## src/rtl/traffic_light_pkg.sv

```systemverilog
// Phase codes, lamp patterns and monitor state encoding shared by traffic_light_monitor
// and its lamp decoder.
package traffic_light_pkg;

    typedef enum logic [2:0] {
        PH_NSG_EWR   = 3'd0,
        PH_NSY_EWR   = 3'd1,
        PH_NSR_EWR_0 = 3'd2,
        PH_NSR_EWG   = 3'd3,
        PH_NSR_EWY   = 3'd4,
        PH_NSR_EWR_1 = 3'd5,
        PH_NONE      = 3'd7
    } phase_e;

    // Lamp vector bit order: {ns_g, ns_y, ns_r, ew_g, ew_y, ew_r}
    localparam logic [5:0] PAT_NSG_EWR = 6'b100_001;
    localparam logic [5:0] PAT_NSY_EWR = 6'b010_001;
    localparam logic [5:0] PAT_NSR_EWG = 6'b001_100;
    localparam logic [5:0] PAT_NSR_EWY = 6'b001_010;
    localparam logic [5:0] PAT_ALL_RED = 6'b001_001;

    typedef enum logic [1:0] {
        SYNC  = 2'd0,
        TRACK = 2'd1,
        FAULT = 2'd2
    } mon_state_e;

    function automatic phase_e next_phase(input phase_e p);
        case (p)
            PH_NSG_EWR:   return PH_NSY_EWR;
            PH_NSY_EWR:   return PH_NSR_EWR_0;
            PH_NSR_EWR_0: return PH_NSR_EWG;
            PH_NSR_EWG:   return PH_NSR_EWY;
            PH_NSR_EWY:   return PH_NSR_EWR_1;
            PH_NSR_EWR_1: return PH_NSG_EWR;
            default:      return PH_NONE;
        endcase
    endfunction

endpackage

```

## src/rtl/traffic_light_monitor_decoder.sv

```systemverilog
// tl_lamp_decoder: maps the registered lamp vector and the predecessor phase to a phase
// code plus an illegal-pattern flag.
module tl_lamp_decoder
    import traffic_light_pkg::*;
(
    input  logic [5:0] i_lamps,
    input  phase_e     i_pred,
    output phase_e     o_phase,
    output logic       o_illegal
);

    always_comb begin
        o_phase   = PH_NONE;
        o_illegal = 1'b0;
        case (i_lamps)
            PAT_NSG_EWR: o_phase = PH_NSG_EWR;
            PAT_NSY_EWR: o_phase = PH_NSY_EWR;
            PAT_NSR_EWG: o_phase = PH_NSR_EWG;
            PAT_NSR_EWY: o_phase = PH_NSR_EWY;
            // All-red is the post-EW phase only after the EW half; otherwise post-NS
            PAT_ALL_RED: o_phase = (i_pred == PH_NSR_EWG || i_pred == PH_NSR_EWY ||
                                    i_pred == PH_NSR_EWR_1) ? PH_NSR_EWR_1 : PH_NSR_EWR_0;
            default:     o_illegal = 1'b1;
        endcase
    end

endmodule

```

## src/rtl/traffic_light_monitor.sv

```systemverilog
// Passive six-phase traffic lamp checker: sequence, pattern and dwell faults plus cycle count.
// Dwell checking is built only when TRAFFIC_MON_DWELL_CHECK_EN is defined.
module traffic_light_monitor
    import traffic_light_pkg::*;
#(
    parameter int unsigned P0_CYC = 4,
    parameter int unsigned P1_CYC = 16,
    parameter int unsigned P2_CYC = 4,
    parameter int unsigned P3_CYC = 4,
    parameter int unsigned P4_CYC = 16,
    parameter int unsigned P5_CYC = 4
) (
    input  logic        clk,
    input  logic        rst_n,
    input  logic        ns_g,
    input  logic        ns_y,
    input  logic        ns_r,
    input  logic        ew_g,
    input  logic        ew_y,
    input  logic        ew_r,
    input  logic        clr_fault,
    output logic [2:0]  phase,
    output logic        phase_valid,
    output logic        fault_illegal,
    output logic        fault_seq,
    output logic        fault_dwell,
    output logic        fault,
    output logic        cycle_done,
    output logic [15:0] cycle_count,
    output logic [1:0]  dbg_state
);

    logic [5:0]  r_lamps, r_prev;
    mon_state_e  r_state, w_state_next;
    phase_e      r_phase, w_phase_next, w_dec_phase;
    logic        r_fault_illegal, w_fi_next, r_fault_seq, w_fs_next;
    logic        r_cycle_done, w_done_next;
    logic [15:0] r_cycle_count, w_count_next;
    logic        w_illegal, w_change, w_sync_hit, w_seq_err;

    tl_lamp_decoder u_dec (
        .i_lamps   (r_lamps),
        .i_pred    (r_phase),
        .o_phase   (w_dec_phase),
        .o_illegal (w_illegal)
    );

    assign w_change   = (r_lamps != r_prev);
    assign w_sync_hit = w_change && (r_lamps == PAT_NSG_EWR);
    assign w_seq_err  = w_change && !w_illegal && (w_dec_phase != next_phase(r_phase));

    always_comb begin
        w_state_next = r_state;
        w_phase_next = r_phase;
        w_fi_next    = r_fault_illegal;
        w_fs_next    = r_fault_seq;
        w_done_next  = 1'b0;
        w_count_next = r_cycle_count;
        if (clr_fault) begin
            w_state_next = SYNC;
            w_phase_next = PH_NONE;
            w_fi_next    = 1'b0;
            w_fs_next    = 1'b0;
        end else begin
            case (r_state)
                SYNC: begin
                    if (w_illegal) begin
                        w_fi_next    = 1'b1;
                        w_state_next = FAULT;
                    end else if (w_sync_hit) begin
                        w_state_next = TRACK;
                        w_phase_next = PH_NSG_EWR;
                    end
                end
                TRACK: begin
                    if (w_illegal || w_seq_err) begin
                        w_fi_next    = r_fault_illegal | w_illegal;
                        w_fs_next    = r_fault_seq | w_seq_err;
                        w_state_next = FAULT;
                        w_phase_next = PH_NONE;
                    end else if (w_change) begin
                        w_phase_next = w_dec_phase;
                        if (r_phase == PH_NSR_EWR_1) begin
                            w_done_next  = 1'b1;
                            w_count_next = (r_cycle_count == 16'hFFFF) ? r_cycle_count
                                                                       : r_cycle_count + 16'd1;
                        end
                    end
                end
                FAULT:   ;
                default: w_state_next = SYNC;
            endcase
        end
    end

    always_ff @(posedge clk) begin
        if (!rst_n) begin
            r_lamps         <= PAT_ALL_RED;
            r_prev          <= PAT_ALL_RED;
            r_state         <= SYNC;
            r_phase         <= PH_NONE;
            r_fault_illegal <= 1'b0;
            r_fault_seq     <= 1'b0;
            r_cycle_done    <= 1'b0;
            r_cycle_count   <= 16'd0;
        end else begin
            r_lamps         <= {ns_g, ns_y, ns_r, ew_g, ew_y, ew_r};
            r_prev          <= r_lamps;
            r_state         <= w_state_next;
            r_phase         <= w_phase_next;
            r_fault_illegal <= w_fi_next;
            r_fault_seq     <= w_fs_next;
            r_cycle_done    <= w_done_next;
            r_cycle_count   <= w_count_next;
        end
    end

`ifdef TRAFFIC_MON_DWELL_CHECK_EN
    logic [7:0] r_dwell, w_dwell_next, w_dwell_inc, w_limit;
    logic       r_first, w_first_next, r_fault_dwell, w_fd_next;

    assign w_dwell_inc = (r_dwell == 8'hFF) ? r_dwell : r_dwell + 8'd1;

    always_comb begin
        case (r_phase)
            PH_NSG_EWR:   w_limit = 8'(P0_CYC);
            PH_NSY_EWR:   w_limit = 8'(P1_CYC);
            PH_NSR_EWR_0: w_limit = 8'(P2_CYC);
            PH_NSR_EWG:   w_limit = 8'(P3_CYC);
            PH_NSR_EWY:   w_limit = 8'(P4_CYC);
            PH_NSR_EWR_1: w_limit = 8'(P5_CYC);
            default:      w_limit = 8'hFF;
        endcase
    end

    // r_first masks the phase in progress at reset, whose true start was never seen
    always_comb begin
        w_dwell_next = r_dwell;
        w_first_next = r_first;
        w_fd_next    = r_fault_dwell;
        if (clr_fault) begin
            w_dwell_next = 8'd0;
            w_fd_next    = 1'b0;
        end else if (r_state == SYNC) begin
            if (!w_illegal && w_sync_hit)
                w_dwell_next = 8'd1;
        end else if (r_state == TRACK && !w_illegal) begin
            if (w_change) begin
                w_first_next = 1'b0;
                if (!r_first && r_dwell != w_limit)
                    w_fd_next = 1'b1;
                if (!w_seq_err)
                    w_dwell_next = 8'd1;
            end else begin
                w_dwell_next = w_dwell_inc;
                if (!r_first && w_dwell_inc > w_limit)
                    w_fd_next = 1'b1;
            end
        end
    end

    always_ff @(posedge clk) begin
        if (!rst_n) begin
            r_dwell       <= 8'd0;
            r_first       <= 1'b1;
            r_fault_dwell <= 1'b0;
        end else begin
            r_dwell       <= w_dwell_next;
            r_first       <= w_first_next;
            r_fault_dwell <= w_fd_next;
        end
    end

    assign fault_dwell = r_fault_dwell;
`else
    assign fault_dwell = 1'b0;
`endif

    assign phase         = r_phase;
    assign phase_valid   = (r_state == TRACK);
    assign fault_illegal = r_fault_illegal;
    assign fault_seq     = r_fault_seq;
    assign fault         = r_fault_illegal | r_fault_seq | fault_dwell;
    assign cycle_done    = r_cycle_done;
    assign cycle_count   = r_cycle_count;
    assign dbg_state     = r_state;

endmodule
```

## config.mk

```make
export PLATFORM = sky130hd
export DESIGN_NAME = traffic_light_monitor
export DESIGN_NICKNAME = d
export VERILOG_FILES = /design/src/rtl/traffic_light_pkg.sv /design/src/rtl/traffic_light_monitor_decoder.sv /design/src/rtl/traffic_light_monitor.sv
export SDC_FILE = /design/constraint.sdc
export NUM_CORES = 1
export LEC_CHECK = 0
export ABC_AREA = 1
export BUFFER_PORTS_ARGS = -buffer_cell sky130_fd_sc_hd__buf_4
export CORE_MARGIN = 8
export CORE_UTILIZATION = 55
export DETAILED_ROUTE_END_ITERATION = 16
export PLACE_DENSITY_LB_ADDON = 0.1
export SLEW_MARGIN = 40
export SYNTH_ARGS = -nofsm -noshare
export SYNTH_HDL_FRONTEND = slang
export SYNTH_HIERARCHICAL = 1
export SYNTH_SLANG_ARGS = --single-unit
```

## constraint.sdc

```tcl
create_clock -name clk -period 2.7 [get_ports clk]
set_input_delay 0.54 -clock clk [delete_from_list [all_inputs] [get_ports clk]]
set_output_delay 0.54 -clock clk [all_outputs]
set_load 0.005 [all_outputs]
```

Yosys cells after proc, flatten, opt, wreduce, memory -nomap -nowiden
Cells that the tools add are included.
{ "op_classes": {"n_addsub": 1, "multipliers": 0, "div": 0, "order_cmp": 0, "eq_ne": 21, "shifts": 0, "n_mux": 17, "bitwise_logic": 10, "n_reduce_logical": 17} }
{ "op_table": {"columns": ["operator", "count"], "rows": [
  ["6-bit by 4-bit == test with 1-bit output (second input constant)", 3],
  ["3-bit case mux with 6 select lines", 1],
  ["16-bit by 1-bit adder with 16-bit output (second input constant)", 1],
  ["16-bit == test (second input constant)", 1],
  ["3-bit 2-to-1 mux", 5],
  ["3-bit case mux with 5 select lines", 1],
  ["5-bit OR reduction", 2],
  ["1-bit NOT", 7],
  ["3-bit by 2-bit == test with 1-bit output (second input constant)", 2],
  ["3-bit == test (second input constant)", 2],
  ["6-bit by 5-bit == test with 1-bit output (second input constant)", 1],
  ["6-bit == test (second input constant)", 1],
  ["2-bit 2-to-1 mux", 3],
  ["2-bit != test (second input constant)", 3],
  ["6-bit != test", 1],
  ["2-bit case mux with 3 select lines", 1],
  ["3-bit case mux with 2 select lines", 1],
  ["3-bit AND reduction", 2],
  ["6-bit AND reduction", 1],
  ["1-bit 2-to-1 mux", 4],
  ["4-bit AND reduction", 1],
  ["3-bit by 1-bit == test with 1-bit output (second input constant)", 1],
  ["1-bit logical AND", 3],
  ["3-bit logical NOT", 1],
  ["other kinds (13)", 17]
]} }
{ "totals": {"regBits": 36, "latchBits": 0, "ramBits": 0, "romBits": 0, "n_memories": 0} }

Longest topological paths before layout
{ "depth": {"ltp_word": 10, "ltp_mapped": 19} }

Hierarchy
Netlist, hierarchy kept.
{ "modules_own_cells": {"columns": ["mod", "n_inst", "cells_per_inst", "area_per_inst_um2"], "rows": [
  ["traffic_light_monitor", 1, 299, 1970.6],
  ["tl_lamp_decoder", 1, 44, 197.7]
]} }

Worst setup path after synthesis
Ideal clock, no wire load.
{ "synth_timing": {"kind": "register to register", "startpoint": "register r_lamps[1]", "endpoint": "register r_cycle_count[2], in the netlist cycle_count[2]", "setup_ns": 0.132, "arrival_ns": 1.874, "required_time_ns": 2.568, "setup_slack_ns": 0.694, "path_stages_with_launch": 19, "path_buffers": 1, "synth_period_minus_slack_ns": 2.006, "path_cell_list": "dfxtp_1 > inv_2 > nand2_1 > nor2_1 > nand2_2 > nand2_2 > o21ai_1 > inv_1 > nand2_1 > nand2_1 > o21ai_0 > nand2_1 > nor2_2 > nor2_2 > nor2_4 > nand3_4 > buf_6 > nand2_1 > a21oi_1"} }
{ "synth_via": {"elab_chain_cells": 7, "word_cells_on_any_way": 15, "cone_classes": "eq/ne (7); mux (2); bitwise (1); reduce/logical (5)"} }
{ "synth_lines": {"columns": ["item", "line_no", "rtl"], "rows": [
  ["from (decl)", "traffic_light_monitor.sv:33", "logic [5:0] r_lamps, r_prev;"],
  ["from (signal assigned)", "traffic_light_monitor.sv:107", "r_lamps <= {ns_g, ns_y, ns_r, ew_g, ew_y, ew_r};"],
  ["6-bit by 4-bit == test with 1-bit output (tied with other cells)", "traffic_light_monitor_decoder.sv:15", "case (i_lamps)"],
  ["3-bit case mux with 5 select lines (*)", "traffic_light_monitor_decoder.sv:15", null],
  ["via w_dec_phase[1]", "traffic_light_monitor.sv:35", "phase_e r_phase, w_phase_next, w_dec_phase;"],
  ["3-bit != test (*)", "traffic_light_monitor.sv:50", "assign w_seq_err = w_change && !w_illegal && (w_dec_phase != next_phase(r_phase));"],
  ["1-bit logical AND (*)", "traffic_light_monitor.sv:50", null],
  ["1-bit logical OR (*)", "traffic_light_monitor.sv:76", "if (w_illegal || w_seq_err) begin"],
  ["1-bit NOT (no source line) (*)", null, null],
  ["6-bit AND reduction (no source line) (*)", null, null],
  ["to (signal assigned)", "traffic_light_monitor.sv:114", "r_cycle_count <= w_count_next;"],
  ["to (decl)", "traffic_light_monitor.sv:38", "logic [15:0] r_cycle_count, w_count_next;"]
]} }
The timed path passes the listed nets; every way through them passes the cells marked *.
A chain may end at the register's enable or synchronous reset.

Final worst setup path
{ "layout_timing": {"startpoint": "register r_lamps[1]", "endpoint": "register r_cycle_count[1], in the netlist cycle_count[1]"} }
Same word-level chain as after synthesis.

==> metrics.md <==
| Metric | Value |
|---|---|
| Worst ir drop on vdd | approximately 0.00028 V |
| Placed instance count | ~420 |
| CTS Root Cell | clkbuf_8 |
| R2R Setup Slk | 380 ps |
| Die Area | 0.00621 mm^2 |
| Reg-to-reg startpoint | r_lamps[1] |
| Post-synthesis cell count | 343 |
| Min cycle time layout | about 2300 ps |
| Synth warnings | 6 |
| Power Density | 424 mW/mm^2 |
| IO Count | 36 |
| CTS tree | yes |
| Hold Fails Final Rpt | 0 |
| Clock buffer depth | 2 |
| Critical path class | reg2reg |
| Grt ovf | 0 |
| Most common cell after layout, fill and taps aside | nand2_1 |
| Most frequent cells in the layout | nand2_1, inv_1, nand3_1 |
| Pre-CTS WS | 376 ps |
| Post-CTS Resized | 0 |
| Count of cell types in the netlist | 29 |
| Post-Synth XOR/XNOR Area | 5.25% |
| DR pass1 iterations | 4 |
| Startpoint types | flop |
| Worst Setup SP | r_lamps[1] |
| Synthesized net count | 353 |
| CTS Hold Bufs | 0 |
| Sw Share | between 20% and 30% |
| CTS H-tree depth | 2 |
| Seq/Total Area, Yosys | 33.2% |
| Max Cap Viol | 0 |
| Area Growth Syn to Fin | 17.5% |
| Cell Int Power | 0.796 mW |
| Cell Count, Final, Fillers Out | roughly 430 |
| Slew Limit Fails | 0 |
| Cell Rows | 23 |
| Layout cells sized above 1 | 18.6% |
| Psw | 0.285 mW |
| Core area | 0.00388 mm^2 |
| WL/cell | roughly 11 um |
| Num CTS Buffers | 5 |
| Critical path arrival | 2550 ps |
| Met3 WL | 184 um |
| RSZ-0062 raised after global routing | false |
| DRC | 0 |
| DR vias/cell | 4.96 |
| DIE HEIGHT | 78.8 um |
| Initial drt markers | 99 |
| DRT met1 WL | 2160 um |
| First-pass GRT wire length | 8600 um |
| Critical path peak fanout | 15 |
| Routed met2 length | between 2000 and 2500 um |
| Mapped Area | 0.00217 mm^2 |
| Combinational fraction of design power | between 10% and 20% |
| R2r worst-path depth | 16 |
| LEAKAGE | between 1 and 1.5 nW |
| Required @ worst endpoint | 2930 ps |
| Clk_lat worst skew | 280 ps |
| Critical Path End | cycle_count[1] |
| GP Congestion | 0.929 |
| Largest net degree at the start of global routing | 18 |
| Crit end category | flop |
| Avg Cell Area, Syn | 6.32 um^2 |
| Worst-path clk slew | 70 ps |
| Setup_tns | 0 ps |
| Hold WC Path Type | in2reg |
| GRT Overall Usage | 16.6% |
| Post-CTS Setup Inserts | 0 |
| Final Cycle Share | 85.9% |
| Antenna Cells | 0 |
| Clock power frac | 36.5% |
| Synth Area in Adders | less than 1% |
| Initial antenna violation count | 0 |
| Highest clock rate | 431 MHz |
| Fin nets | just under 400 |
| Final ANT Viol Nets | 0 |
| Fill cells | 387 |
| Combinational family with the most area after synthesis | simple AND/OR/NAND/NOR gates |
| Port bufs | 34 |
| Reg2reg end | cycle_count[1] |
| Synth Area in Simple Gates | 42.5% |
| Skew final | 5.49 ps |
| Fraction of the mapped netlist area in compound gates | under 10% |
| Die X | 78.8 um |
| Status | finished clean |
| Starting Density | 55.8% |
| DR vias | between 2000 and 2500 |
| Vias in the first global route | 2008 |
| Clock sinks | 36 |
| Setup-failing EPs final | 0 |
| DPL Wire Length | 3760 um |
| Setup WS post-layout | approximately 380 ps |
| Sequential share of power | 51.4% |
| Mux share of post-synthesis cell area | 0% |
| Yosys reg bits | 36 |
| Final WL | 4900 um |
| Max Used Layer | met4 |
flip-flops by register name, indices dropped and copies added (netlist names):
register and flops:
r_prev 6, phase 3, r_lamps 6, fault_seq 1, fault_illegal 1, dbg_state 2
cycle_done 1, cycle_count 16
cell usage after synthesis:
master | count | area share [%]
nor3_2 | 1 | 0.46
nor4_1 | 1 | 0.29
xor2_1 | 8 | 3.2
clkbuf_1 | 2 | 0.35
buf_6 | 2 | 1.0
o21ai_2 | 1 | 0.40
nand4_1 | 5 | 1.4
dfxtp_1 | 36 | 33
o211ai_1 | 1 | 0.35
buf_4 | 2 | 0.69
a21oi_1 | 18 | 4.2
nor3_1 | 5 | 1.2
nor2_4 | 3 | 1.6
nand2_1 | 96 | 17
nor2_1 | 36 | 6.2
conb_1 | 1 | 0.17
nand2_2 | 4 | 1.2
inv_1 | 51 | 8.8
nand3_4 | 1 | 0.81
o21ai_1 | 3 | 0.69
xnor2_1 | 5 | 2.0
inv_2 | 6 | 1.0
and3_1 | 1 | 0.29
nand3_1 | 39 | 9.0
or2_2 | 3 | 0.87
nor2_2 | 6 | 1.7
nand3_2 | 2 | 0.92
o21ai_0 | 3 | 0.69
ha_1 | 1 | 0.58
final cells by class:
cell class | instances | area [um^2] | area share [%]
multi-input cells | 244 | 1190 | 46.6
flip-flops and latches | 36 | 721 | 28.3
repair buffers | 36 | 270 | 10.6
inverters | 57 | 214 | 8.39
clock buffers | 6 | 82.6 | 3.24
well taps | 50 | 62.6 | 2.45
clock inverters | 2 | 10.0 | 0.393
worst min path at each step:
stage	from	endpoint	slack, ps	cells past startpoint
final	ew_y	r_lamps[1]	440	3
after global routing	ns_r	r_lamps[3]	430	2
after CTS	ns_y	r_lamps[4]	430	3
after detailed placement	dbg_state[0]	dbg_state[0]	450	1
after global placement	dbg_state[0]	dbg_state[0]	450	1
after floorplan	dbg_state[0]	dbg_state[0]	450	1
power by group through the flow:
stage | combinational [mW] | sequential, mW | clock [mW]
2_1_floorplan | 0.0950 | 0.566 | 0
3_3_place_gp | 0.128 | 0.568 | 0
3_5_place_dp | 0.132 | 0.568 | 0
4_1_cts | 0.132 | 0.556 | 0.406
5_1_grt | 0.150 | 0.558 | 0.426
6_report | 0.131 | 0.556 | 0.394
critical path, stage by stage, from the launching register on:
cell and delay, ps:
dfxtp_1 480, nor2_4 80, o21ai_1 130, nand2_1 110, o21ai_1 190, inv_1 80
nand2_1 90, nand2_1 50, o21ai_0 60, nand2_1 90, nor2_2 170, nor2_2 90
nor2_4 160, nand3_4 210, inv_1 140, nor2_1 50, nor2_1 80
cells by family after synthesis:
logic type / Yosys count
simple gates: 203
fa+ha+maj: 1
flops: 36
buf+inv: 63
other cells: 1
compound gates: 26
xor+xnor: 13
routing by layer:
layer  global-route usage (%)  vias to the layer above
met4                     6.48                        0
li1                         -                     1139
met5                        0                        -
met2                     30.9                       32
met1                     17.7                      959
met3                     3.84                        8
metrics by stage:
stage                     utilization [%]  instance area [um^2]  power, mW  hold WS, ps
after floorplan                         -                  2170      0.661          449
after global placement               63.2                  2460      0.696          450
after detailed placement             63.2                  2460      0.700          448
after CTS                            65.6                  2550       1.09          431
after global routing                 65.6                  2550       1.13          433
final                                65.6                  2550       1.08          438
Note: power is estimated with default switching activity, not from simulation.
